<file path="src/rtl/rx_word_unpacker.sv">
// Unpacks 128-bit words from a first-word-fall-through FIFO into OUT_WIDTH-bit
// beats on a valid/ready stream, least-significant beat first.
module rx_word_unpacker #(
  parameter int unsigned IN_WIDTH  = 128,
  parameter int unsigned OUT_WIDTH = 32,
  parameter int unsigned CNT_WIDTH = 16
) (
  input  logic                 clk,
  input  logic                 rst,
  input  logic                 fifo_rd_vld,
  input  logic [IN_WIDTH-1:0]  fifo_rd_data,
  output logic                 fifo_rd_en,
  output logic                 m_valid,
  input  logic                 m_ready,
  output logic [OUT_WIDTH-1:0] m_data,
  output logic                 m_first,
  output logic                 m_last,
  input  logic                 flush,
  output logic                 busy,
  output logic [CNT_WIDTH-1:0] word_cnt
);

  localparam int unsigned BEATS = IN_WIDTH / OUT_WIDTH;
  localparam int unsigned IdxW  = (BEATS > 1) ? $clog2(BEATS) : 1;
  localparam logic [IdxW-1:0] LastIdx = IdxW'(BEATS - 1);

  typedef enum logic [0:0] {StEmpty, StFull} state_e;

  state_e                state_q, state_d;
  logic [IN_WIDTH-1:0]   hold_q, hold_d;
  logic [IdxW-1:0]       idx_q, idx_d;
  logic [CNT_WIDTH-1:0]  word_cnt_q;
  logic                  pop;
  logic                  beat_accept;
  logic                  last_beat;
  int unsigned           beat_ofs;

  assign beat_accept = (state_q == StFull) & m_ready;
  assign last_beat   = (idx_q == LastIdx);

  always_comb begin
    state_d = state_q;
    hold_d  = hold_q;
    idx_d   = idx_q;
    pop     = 1'b0;
    case (state_q)
      StEmpty: begin
        pop = fifo_rd_vld & ~flush;
        if (pop) begin
          state_d = StFull;
          hold_d  = fifo_rd_data;
          idx_d   = '0;
        end
      end
      StFull: begin
        // Flush wins over both beat advance and reload.
        if (flush) begin
          state_d = StEmpty;
        end else if (beat_accept) begin
          if (last_beat) begin
            if (fifo_rd_vld) begin
              pop    = 1'b1;
              hold_d = fifo_rd_data;
              idx_d  = '0;
            end else begin
              state_d = StEmpty;
            end
          end else begin
            idx_d = idx_q + IdxW'(1);
          end
        end
      end
      default: state_d = StEmpty;
    endcase
    if (rst) begin
      pop = 1'b0;
    end
  end

  always_ff @(posedge clk) begin
    if (rst) begin
      state_q    <= StEmpty;
      hold_q     <= '0;
      idx_q      <= '0;
      word_cnt_q <= '0;
    end else begin
      state_q    <= state_d;
      hold_q     <= hold_d;
      idx_q      <= idx_d;
      word_cnt_q <= word_cnt_q + CNT_WIDTH'(pop);
    end
  end

  always_comb begin
    beat_ofs = 32'(idx_q) * OUT_WIDTH;
    m_data   = '0;
    if (state_q == StFull) begin
      m_data = hold_q[beat_ofs +: OUT_WIDTH];
    end
  end

  assign fifo_rd_en = pop;
  assign m_valid    = (state_q == StFull);
  assign busy       = (state_q == StFull);
  assign m_first    = (state_q == StFull) & (idx_q == '0);
  assign m_last     = (state_q == StFull) & last_beat;
  assign word_cnt   = word_cnt_q;

endmodule

</file>
<file path="config.mk">
export PLATFORM = sky130hd
export DESIGN_NAME = rx_word_unpacker
export DESIGN_NICKNAME = d
export VERILOG_FILES = /design/src/rtl/rx_word_unpacker.sv
export SDC_FILE = /design/constraint.sdc
export NUM_CORES = 1
export LEC_CHECK = 0
export CAP_MARGIN = 20
export CORE_ASPECT_RATIO = 1.75
export CORE_MARGIN = 1.5
export CORE_UTILIZATION = 53
export CTS_BUF_LIST = sky130_fd_sc_hd__clkbuf_4 sky130_fd_sc_hd__clkbuf_8
export CTS_CLUSTER_SIZE = 20
export DETAILED_ROUTE_END_ITERATION = 16
export PLACE_DENSITY = 0.91
export SETUP_SLACK_MARGIN = 0.15
export SLEW_MARGIN = 20
export SYNTH_ARGS = -nofsm -noshare
export SYNTH_HDL_FRONTEND = slang
export SYNTH_SLANG_ARGS = --single-unit
</file>
<file path="constraint.sdc">
create_clock -name clk -period 3.4 [get_ports clk]
set_input_delay 0.51 -clock clk [delete_from_list [all_inputs] [get_ports clk]]
set_output_delay 0.51 -clock clk [all_outputs]
set_load 0.02 [all_outputs]
</file>
==> results_dict.tcl <==
set metrics [dict create \
    status "finished clean" \
    numCtsBuffers 17 \
    grtUsageTotal 0.261 \
    post_cts_buffers 0 \
    worstPathRequired_ps 2890 \
    postCtsResizedCells 0 \
    setup.worst_path.start_class "flip-flop" \
    wl_per_cell_um 15.7 \
    drive_above_1_share 0.0952 \
    path_cells "buf_4 > mux4_1 > and2_1 > clkdlybuf4s50_1" \
    num_rows 52 \
    path_max_fanout 15 \
    r2r_cells 9 \
    rsz0062_at_grt "no" \
    fin_cells 1039 \
    vias 5623 \
    power_leakage_nw 3.05 \
    slew_headroom 0.423 \
    fmax_mhz 339 \
    gr-total-overflow 0 \
    skew_ps 9.38 \
    final_common_cell "nand2_1" \
    dp_hpwl_um 11100 \
    io_buffers 185 \
    num-fill-cells 800 \
    ys_seq_area_frac 0.461 \
    path_clk_slew_ps 80 \
    cp-endpoint "m_data[1]" \
    avgSynthCellArea_um2 8.74 \
    netlist_area_mm2 0.00639 \
    antenna_found_initial 1 \
    yosys.cell_types.count 32 \
    reg2reg_slack_ps 1000 \
    clock-sinks 147 \
    boundaryPins 186 \
    timing.hold.ws_ps 454 \
    core_area_mm2 0.0116 \
    area_growth_pct 34.8 \
    cp-startpoint "idx_q[0]" \
    grt_max_degree 86 \
    ys_ff_latch 147 \
    synthTopCellsByArea "dfxtp_1 46%, nand2_1 15%, a21oi_1 10%" \
    grt_pass1_wl_um 26300 \
    dr.pass1.iters 5 \
    report.final.slew_viol_count 0 \
    cts_buffer_depth 2 \
    dp.cells 1006 \
    die_w_um 86.0 \
    synth_cells 731 \
    wl_um 16300 \
    syn_nets 868 \
    htreeDepth 4 \
    initial_core_util 0.548 \
    maxCapViolCount 0 \
    p_total_mw 3.63 \
    r2r_start "idx_q[0]" \
    layout_common_cells "259 x nand2_1, 184 x clkdlybuf4s50_1, 145 x dfxtp_1" \
    die-area_mm2 0.0127 \
    post-route-period-util 0.868 \
    clkLatencyLatePin_ps 430 \
    peakVddDrop_v 0.000291 \
    fp.dieH_um 148 \
    first_global_vias 5792 \
    synth_warnings 0 \
    arrival_ps 2440 \
    routabilityCongestion 0.833 \
    crit_type "reg -> out" \
    nNetsFinal 1027 \
    synth_top_area_frac 0.461 \
    cpPeakStageDelay_ps 600 \
    finalSetupViolations 0 \
    tightest_slew_ps 866 \
    setup-tns-final_ps 0 \
    synth.largest_area_cell "dfxtp_1" \
    cts-root-buf "clkbuf_8" \
    power_density_mw_per_mm2 422 \
    period_needed_ps 2950 \
    drt_iter0_markers 265 \
    avgViaCountPerCell 5.41 \
    final-hold-violation-count 0 \
    cts_hold_buf 0 \
    worstSetupEndpointType "output pin" \
    detail-route-antenna-nets 0 \
    tritoncts "built" \
    r2r-end "word_cnt[12]" \
    drc 0 \
    min_path_type "reg -> reg" \
    cpMaxStageDelayCell "mux4_1" \
]
## through the flow
step	area [µm²]	worst slack (ps)	util
after CTS	8610	399	0.739
after global routing	8610	352	0.739
final	8610	449	0.739
after global placement	8190	630	0.703
after floorplan	6390	625	-
after detailed placement	8190	533	0.703
## layer usage
metal  GRT usage  part of all wire
met1       0.272              0.36
met2       0.455              0.52
met3      0.0605             0.057
met4       0.184             0.054
met5           0                 0
## Yosys cell counts
cell type / instances
nand2_1: 259
inv_1: 7
clkbuf_1: 18
xnor2_1: 11
a221oi_2: 1
mux4_2: 27
mux2i_1: 1
nor4_1: 1
nand4_1: 1
nand2b_1: 2
a21oi_1: 131
o21ai_0: 2
buf_8: 1
a21boi_2: 1
buf_4: 2
buf_2: 19
ha_1: 4
buf_6: 15
or3_1: 3
buf_1: 2
nand3_2: 2
mux4_1: 5
dfxtp_1: 147
nor2_1: 16
nand4_2: 2
and2_1: 34
nor4_2: 4
xor2_1: 1
nand3_1: 4
nor3_1: 5
nor2b_1: 2
nor3_2: 1
## state kept, by name (all words and copies together) (netlist names)
signal / flops
hold_q: 128
busy: 1
idx_q: 2
word_cnt: 16
## cells by family (layout without fill, tap and decap cells)
| logic type | after synthesis | count (layout) | share of synthesized area |
|---|---|---|---|
| buffers and inverters | 64 | 236 | 0.0619 |
| flip-flops | 147 | 147 | 0.461 |
| AO/OA/AOI/OAI | 135 | 135 | 0.108 |
| AND/OR/NAND/NOR | 336 | 336 | 0.227 |
| multiplexers | 33 | 33 | 0.117 |
| XOR/XNOR | 12 | 12 | 0.0165 |
| other | 0 | 1 | 0 |
| adder cells (fa/ha/maj) | 4 | 4 | 0.00784 |
## report_power, final
group          total (mW)  leakage (nW)  internal, mW  switching, mW
Sequential           1.83          1.20          1.79         0.0346
Combinational       0.416          1.64         0.234          0.181
Clock                1.39         0.206         0.744          0.646
## worst min path at each step
stage	start	to	slack (ps)	cells past startpoint
floorplan	hold_q[33]	hold_q[33]	430	2
global placement	hold_q[1]	hold_q[1]	440	2
detailed placement	hold_q[58]	hold_q[58]	440	2
CTS	hold_q[58]	hold_q[58]	460	2
global route	hold_q[115]	hold_q[115]	470	2
finish	hold_q[58]	hold_q[58]	450	2
## final cells by class
| type | count | area (µm²) | share of cell area |
|---|---|---|---|
| Antenna cell | 1 | 2.50 | 0.000291 |
| Clock buffer | 22 | 297 | 0.0344 |
| Clock inverter | 10 | 123 | 0.0142 |
| Inverter | 7 | 26.3 | 0.00305 |
| Multi-Input combinational cell | 520 | 3060 | 0.355 |
| Sequential cell | 147 | 2950 | 0.342 |
| Tap cell | 135 | 169 | 0.0196 |
| Timing Repair Buffer | 197 | 1990 | 0.231 |
## critical path, delay by kind of cell, from the launching register on
kind / cells / cell delay, ps
muxes: 1 / 600
buffers and inverters: 2 / 850
DFF: 1 / 380
and+or+nand+nor: 1 / 170
No activity file was read; power rests on OpenSTA's default activity.
